$ cat config.mk
export PLATFORM = sky130hd
export DESIGN_NAME = mio_bus_bridge_flat
export DESIGN_NICKNAME = d
export VERILOG_FILES = /design/src/rtl/mio_bus_bridge_if.sv /design/src/rtl/mio_bus_bridge.sv /design/src/flat_wrapper.sv
export SDC_FILE = /design/constraint.sdc
export NUM_CORES = 1
export LEC_CHECK = 0
export CAP_MARGIN = 20
export CORE_MARGIN = 4
export CORE_UTILIZATION = 33
export CTS_BUF_LIST = sky130_fd_sc_hd__clkbuf_16
export DETAILED_ROUTE_END_ITERATION = 12
export PLACE_DENSITY = 0.66
export SYNTH_ARGS = -nofsm -noshare
export SYNTH_HDL_FRONTEND = slang
export SYNTH_SLANG_ARGS = --single-unit
$ cat constraint.sdc
create_clock -name clk -period 8.4 [get_ports clk]
set_clock_uncertainty 0.1 [all_clocks]
set_input_delay 1.26 -clock clk [delete_from_list [all_inputs] [get_ports clk]]
set_output_delay 1.26 -clock clk [all_outputs]
set_load 0.01 [all_outputs]
$ cat src/rtl/mio_bus_bridge_if.sv
// rtl/mio_bus_bridge_if.sv - CPU-side and device-side signal bundle for mio_bus_bridge
interface mio_bus_bridge_if;
   logic        MemRead;
   logic        MemWrite;
   logic [31:0] addr_bus;
   logic [31:0] Data_out;
   logic [31:0] Data_in;
   logic        MIO_ready;
   logic        dev_req;
   logic        dev_we;
   logic [31:0] dev_addr;
   logic [31:0] dev_wdata;
   logic [31:0] dev_rdata;
   logic        dev_ack;
   logic        bus_err;
   logic [1:0]  state_out;

   // Bridge view: takes CPU requests and device responses, drives the device bus
   modport master (
      input  MemRead, MemWrite, addr_bus, Data_out, dev_rdata, dev_ack,
      output Data_in, MIO_ready, dev_req, dev_we, dev_addr, dev_wdata, bus_err, state_out
   );

   // Environment view: CPU plus device model
   modport slave (
      output MemRead, MemWrite, addr_bus, Data_out, dev_rdata, dev_ack,
      input  Data_in, MIO_ready, dev_req, dev_we, dev_addr, dev_wdata, bus_err, state_out
   );
endinterface

$ cat src/rtl/mio_bus_bridge.sv
// rtl/mio_bus_bridge.sv - CPU to device request/ack bridge; optional timeout abort under MIO_TIMEOUT_EN
module mio_bus_bridge #(
   parameter logic [7:0] TIMEOUT = 8'd255
) (
   input logic             clk,
   input logic             reset,
   mio_bus_bridge_if.master bus
);

   typedef enum logic [1:0] {
      IDLE = 2'b00,
      REQ  = 2'b01,
      DONE = 2'b10
   } state_t;

   state_t      state;
   logic        dev_req;
   logic        dev_we;
   logic        mio_ready;
   logic [31:0] dev_addr;
   logic [31:0] dev_wdata;
   logic [31:0] data_in;

`ifdef MIO_TIMEOUT_EN
   logic [7:0]  wait_cnt;
   logic        bus_err;

   // Timeout counter and sticky error flag; cleared only by reset or the illegal-state recovery
   always_ff @(posedge clk or posedge reset) begin
      if (reset) begin
         wait_cnt <= 8'd0;
         bus_err  <= 1'b0;
      end else begin
         case (state)
            IDLE: wait_cnt <= 8'd0;
            REQ: begin
               // An ack in the same cycle as expiry wins, so the error is only raised without ack
               if (!bus.dev_ack) begin
                  if (wait_cnt == TIMEOUT - 8'd1) bus_err <= 1'b1;
                  wait_cnt <= wait_cnt + 8'd1;
               end
            end
            DONE: wait_cnt <= 8'd0;
            default: begin
               wait_cnt <= 8'd0;
               bus_err  <= 1'b0;
            end
         endcase
      end
   end

   logic timed_out;
   assign timed_out = !bus.dev_ack && (wait_cnt == TIMEOUT - 8'd1);
`else
   logic unused_timeout;
   logic timed_out;
   logic bus_err;
   assign unused_timeout = ^TIMEOUT;
   assign timed_out      = 1'b0;
   assign bus_err        = 1'b0;
`endif

   // Main transaction FSM with all outputs registered
   always_ff @(posedge clk or posedge reset) begin
      if (reset) begin
         state     <= IDLE;
         dev_req   <= 1'b0;
         dev_we    <= 1'b0;
         mio_ready <= 1'b0;
         dev_addr  <= 32'h0;
         dev_wdata <= 32'h0;
         data_in   <= 32'h0;
      end else begin
         case (state)
            IDLE: begin
               mio_ready <= 1'b0;
               if (bus.MemRead || bus.MemWrite) begin
                  dev_addr  <= bus.addr_bus;
                  dev_wdata <= bus.Data_out;
                  dev_we    <= bus.MemWrite;
                  dev_req   <= 1'b1;
                  state     <= REQ;
               end
            end
            REQ: begin
               // CPU inputs are deliberately not looked at here; the latched request stays stable
               if (bus.dev_ack) begin
                  dev_req   <= 1'b0;
                  mio_ready <= 1'b1;
                  if (!dev_we) data_in <= bus.dev_rdata;
                  state     <= DONE;
               end else if (timed_out) begin
                  dev_req   <= 1'b0;
                  mio_ready <= 1'b1;
                  state     <= DONE;
               end
            end
            DONE: begin
               mio_ready <= 1'b0;
               state     <= IDLE;
            end
            default: begin
               state     <= IDLE;
               dev_req   <= 1'b0;
               dev_we    <= 1'b0;
               mio_ready <= 1'b0;
               dev_addr  <= 32'h0;
               dev_wdata <= 32'h0;
               data_in   <= 32'h0;
            end
         endcase
      end
   end

   assign bus.Data_in   = data_in;
   assign bus.MIO_ready = mio_ready;
   assign bus.dev_req   = dev_req;
   assign bus.dev_we    = dev_we;
   assign bus.dev_addr  = dev_addr;
   assign bus.dev_wdata = dev_wdata;
   assign bus.bus_err   = bus_err;
   assign bus.state_out = state;

endmodule

$ cat src/flat_wrapper.sv
// flat-port wrapper written by rule: the top's interface ports become plain ports
module mio_bus_bridge_flat 
#(
   parameter logic [7:0] TIMEOUT = 8'd255
)
  (clk, reset, bus_MemRead, bus_MemWrite, bus_addr_bus, bus_Data_out, bus_dev_rdata, bus_dev_ack, bus_Data_in, bus_MIO_ready, bus_dev_req, bus_dev_we, bus_dev_addr, bus_dev_wdata, bus_bus_err, bus_state_out);
  mio_bus_bridge_if bus_i ();
  input logic clk;
  input logic reset;
  input wire logic [$bits(bus_i.MemRead)-1:0] bus_MemRead;
  input wire logic [$bits(bus_i.MemWrite)-1:0] bus_MemWrite;
  input wire logic [$bits(bus_i.addr_bus)-1:0] bus_addr_bus;
  input wire logic [$bits(bus_i.Data_out)-1:0] bus_Data_out;
  input wire logic [$bits(bus_i.dev_rdata)-1:0] bus_dev_rdata;
  input wire logic [$bits(bus_i.dev_ack)-1:0] bus_dev_ack;
  output wire logic [$bits(bus_i.Data_in)-1:0] bus_Data_in;
  output wire logic [$bits(bus_i.MIO_ready)-1:0] bus_MIO_ready;
  output wire logic [$bits(bus_i.dev_req)-1:0] bus_dev_req;
  output wire logic [$bits(bus_i.dev_we)-1:0] bus_dev_we;
  output wire logic [$bits(bus_i.dev_addr)-1:0] bus_dev_addr;
  output wire logic [$bits(bus_i.dev_wdata)-1:0] bus_dev_wdata;
  output wire logic [$bits(bus_i.bus_err)-1:0] bus_bus_err;
  output wire logic [$bits(bus_i.state_out)-1:0] bus_state_out;
  assign bus_i.MemRead = bus_MemRead;
  assign bus_i.MemWrite = bus_MemWrite;
  assign bus_i.addr_bus = bus_addr_bus;
  assign bus_i.Data_out = bus_Data_out;
  assign bus_i.dev_rdata = bus_dev_rdata;
  assign bus_i.dev_ack = bus_dev_ack;
  assign bus_Data_in = bus_i.Data_in;
  assign bus_MIO_ready = bus_i.MIO_ready;
  assign bus_dev_req = bus_i.dev_req;
  assign bus_dev_we = bus_i.dev_we;
  assign bus_dev_addr = bus_i.dev_addr;
  assign bus_dev_wdata = bus_i.dev_wdata;
  assign bus_bus_err = bus_i.bus_err;
  assign bus_state_out = bus_i.state_out;
  mio_bus_bridge #(.TIMEOUT(TIMEOUT)) u_core (.clk(clk), .reset(reset), .bus(bus_i));
endmodule
======== Word level (Yosys, flattened, before mapping) ========
Cells that the tools add are included.
storage, ports and cells
  logic and storage cells ................. 40
  flip-flop bits (word level) ............. 101
  bits of input ports ..................... 101
  output and inout port bits .............. 102
operators by class
  reductions and logical operators ........ 8
  multiplexer cells ....................... 17
  bitwise operators ....................... 3
  eq/ne operators ......................... 5
operators with widths
  operator                                                                 count
  32-bit one-hot mux with 2 select lines                                   3
  32-bit two-way mux                                                       4
  3-bit AND reduction                                                      2
  1-bit two-way mux                                                        5
  2-bit two-way mux                                                        2
  2-bit inequality test, second input constant                             2
  2-bit one-hot mux with 2 select lines                                    1
  2-bit AND reduction                                                      2
  2-bit OR reduction                                                       2
  1-bit inverter                                                           3
  1-bit one-hot mux with 3 select lines                                    1
  2-bit by 1-bit == test with 1-bit output, second input constant          1
  2-bit == test, second input constant                                     1
  2-bit zero test                                                          1
  2-bit by 1-bit inequality test with 1-bit output, second input constant  1
  1-bit one-hot mux with 2 select lines                                    1
  1-bit logical OR                                                         1

======== Depth between registers and ports, before layout ========
  depth in word-level cells ............... 4
  depth in mapped cells ................... 7
  depth with buffers taken out ............ 5

======== Worst setup path after synthesis ========
OpenSTA, ideal clock, no wires.
  path kind ............................... input to register
  start point ............................. input bus_dev_ack
  end point ............................... register u_core.data_in[0], in the netlist u_core.bus.Data_in[0]
  setup slack ............................. 6.133 ns
  path buffers ............................ 1
  data required time ...................... 8.221 ns
  stages on the path ...................... 4
  arrival ................................. 2.087 ns
  setup time .............................. 0.079 ns
  cell sequence ........................... nand2b_4 -> a211oi_4 -> buf_8 -> mux2i_1
between the ends
  word-level cells in the longest chain between the ends .. 2
ends and longest elaborated chain
  element                          line                  RTL
  start, declared                  flat_wrapper.sv:15    input wire logic [$bits(bus_i.dev_ack)-1:0] bus_dev_ack;
  2-bit inequality test (no line)  -
  3-bit AND reduction (no line)    -
  end signal, assigned             mio_bus_bridge.sv:90  if (!dev_we) data_in <= bus.dev_rdata;
  end, declared                    mio_bus_bridge.sv:22  logic [31:0] data_in;
No other way between the ends.
A chain may end at the register's enable or synchronous reset.

======== Worst setup path in the final report ========
  start point ............................. register u_core.state[0], in the netlist u_core.bus.state_out[0]
  end point ............................... register u_core.dev_addr[20], in the netlist u_core.bus.dev_addr[20]
between the ends
  word-level cells in the longest chain between the ends .. 4
  elaborated cells between the ends (all ways) .. 8
  those cells by class .................... eq/ne: 3; mux: 1; bitwise: 1; reduce/logical: 3
ends and longest elaborated chain
  element                                                                           line                  RTL
  start, declared                                                                   mio_bus_bridge.sv:16  state_t state;
  start signal, assigned                                                            mio_bus_bridge.sv:66  state <= IDLE;
  start signal, assigned                                                            mio_bus_bridge.sv:82  state <= REQ;
  start signal, assigned                                                            mio_bus_bridge.sv:91  state <= DONE;
  2-bit == test / 2-bit by 1-bit == test with 1-bit output (equally long branches)  mio_bus_bridge.sv:74  case (state)
  2-bit OR reduction (no line)                                                      -
  1-bit inverter (no line)                                                          -
  2-bit AND reduction (no line)                                                     -
  end signal, assigned                                                              mio_bus_bridge.sv:78  dev_addr <= bus.addr_bus;
  end, declared                                                                     mio_bus_bridge.sv:20  logic [31:0] dev_addr;
Parallel ways exist; a longest one is shown, timed or not.

==> metrics <==
status finished clean; setup violators final 0; Synth cell types 26; port bufs 201; cts bufs inserted 9; die width 123 um; period utilisation layout 0.355; die area 0.0152 mm2; Die Y 123 um; WP data arrival 3050 ps; TritonCTS clock tree done; FF-to-FF End u_core.bus.dev_addr[20]; Syn. warnings 0; layout cell share with drive strength beyond 1 0.0411; synthesized flop and latch total 101; Worst IR Drop VDD 0.287 mV; DRC errors left 0; total power divided by cell area 329 mW/mm2; maximum clock frequency 335 MHz; Final Hold Viols 0; setup repair after global routing missed its margin no; CTS resizes 0; RD Place Congestion 0.761; Setup crit end kind register; DP Area 0.00647 mm2; Clock Latency Late Sink 330 ps; Iter 0 DRT Violations 240; Post-Layout Inst Area 0.00671 mm2; Reg-to-Reg Start u_core.bus.state_out[0]; Setup crit start u_core.bus.state_out[0]; worst slew pin tran 1020 ps; Hold WC Path Type reg2reg; critical path's slowest cell ha_2; CP Class reg2reg; Clock Tree Buf Depth 2; Core Rows 41; initial antenna violation count 0; max-cap violations 0; largest net degree at the start of global routing 68; global route overflow 0; Post-Syn Instances 449; vias in the first global route 3855; first-pass GRT wire length 19500 um; Tmin final 2980 ps; area grow syn2layout 52.7%; # IOs 203; Initial Utilization 0.343; synthesized area 0.00440 mm2; commonest non-fill, non-tap cell in the layout clkdlybuf4s50_1; Setup Fix Bufs, Post-CTS 0; GRT Util Overall 0.160; Final Util 0.523; Routed WL 12200 um; sequential cell area fraction in the yosys report 0.575; reg2reg setup slack 5420 ps; Via density 4.68; CP max stage delay 1000 ps; Reg clk slew, reported paths 60 ps; critical path cell sequence inv_1 -> ha_2 -> or2_2 -> o21ai_0; DP HPWL 8450 um; critical path startpoint category register; # nets final 736; Detailed Routing Iterations Pass 1 4; WL per Instance 15.1 um; clk sink count 101; worst r2r path cells 4; TNS Setup 0 ps; hold buffers post-CTS 0; Core Region 0.0128 mm2; most frequent cells in the layout clkdlybuf4s50_1 (201), o21ai_0 (119), dfrtp_1 (101); Routed Antenna Nets 0; cell count after placement 791; H-tree depth 3; Data required, critical path 8470 ps; Mean Syn Cell Area 9.79 um2; max-slew violations 0; Ant. Diodes 0; Critical Path End u_core.bus.dev_addr[20]; vias 3767; Final Non-Filler Cells 805; CP Max Fanout 67; Final Power 0.00221 W; syn nets 555; leak pwr 2.86 nW; relative slew slack 0.321; CTS root buffer clkbuf_16
## layout make-up
type	instances	area (um2)
clock buffers	9	225
clock inverters	5	20.0
fillers	1196	6110
inverters	37	141
multi-input cells	275	1530
flip-flops and latches	101	2530
well taps	172	215
repair buffers	206	2060
## state kept, by name, indices dropped and copies added, names as in the netlist
| signal | flops |
|---|---|
| u_core.bus.MIO_ready | 1 |
| u_core.bus.dev_wdata | 32 |
| u_core.bus.Data_in | 32 |
| u_core.bus.dev_addr | 32 |
| u_core.bus.state_out | 2 |
| u_core.bus.dev_we | 1 |
| u_core.bus.dev_req | 1 |
## stage by stage
step / hold WS, ps / setup WS [ps]
3_5_place_dp: 398 / 5020
5_1_grt: 435 / 5120
3_3_place_gp: 387 / 5150
4_1_cts: 412 / 5380
6_report: 408 / 5420
2_1_floorplan: 441 / 4390
## routing by layer
metal	share of wire	GRT usage	vias up	wire, um
met5	0	0	-	0
met4	0.015	0.0526	0	179
met3	0.090	0.0531	12	1090
met2	0.44	0.242	160	5410
met1	0.45	0.218	1774	5500
li1	-	-	1821	-
## Yosys cell counts
master | n | share of area
clkbuf_1 | 16 | 0.014
a22o_2 | 1 | 0.0023
o21ai_0 | 119 | 0.14
o21ai_1 | 9 | 0.010
conb_1 | 1 | 0.00085
nor2_1 | 1 | 0.00085
nor3b_2 | 1 | 0.0028
nor2b_1 | 1 | 0.0014
or2_1 | 1 | 0.0014
ha_1 | 5 | 0.014
nand2_1 | 96 | 0.082
dfrtp_1 | 101 | 0.58
buf_8 | 3 | 0.010
clkbuf_2 | 1 | 0.0011
a211oi_4 | 1 | 0.0046
nor3_1 | 1 | 0.0011
mux2_2 | 4 | 0.010
nand2b_4 | 1 | 0.0031
buf_1 | 1 | 0.00085
buf_2 | 11 | 0.013
inv_1 | 37 | 0.032
o22ai_1 | 1 | 0.0014
dlymetal6s2s_1 | 2 | 0.0057
buf_6 | 1 | 0.0026
mux2i_1 | 32 | 0.073
buf_4 | 1 | 0.0017
## how the worst min path moves through the flow
stage,from,to,slack [ps],cells after the start
global placement,u_core.bus.dev_addr[17],u_core.bus.dev_addr[17],390,2
detailed placement,u_core.bus.dev_wdata[3],u_core.bus.dev_wdata[3],400,2
CTS,u_core.bus.MIO_ready,u_core.bus.MIO_ready,410,1
global route,u_core.bus.dev_wdata[19],u_core.bus.dev_wdata[19],430,2
finish,u_core.bus.MIO_ready,u_core.bus.MIO_ready,410,1
floorplan,u_core.bus.dev_addr[13],u_core.bus.dev_addr[13],440,2
## critical path: cells and delay by family (launching register included)
kind	cells	cell delay [ps]
flops	1	410
buf+inv	1	100
fa+ha+maj	1	1000
compound gates	1	240
simple gates	1	910
## power breakdown
| group | internal (W) | total (W) | switching, W |
|---|---|---|---|
| logic | 0.000513 | 0.00111 | 0.000599 |
| registers | 0.000651 | 0.000736 | 0.0000857 |
| clock network | 0.000193 | 0.000360 | 0.000167 |
## cell families after synthesis
family,after synthesis,synth area share
AND/OR/NAND/NOR,102,0.0928
AO/OA/AOI/OAI,131,0.154
flip-flops,101,0.575
other,1,0.000853
multiplexers,36,0.0831
buffers and inverters,73,0.0800
adder cells (fa/ha/maj),5,0.0142
Power figures use the tool's default switching activity.
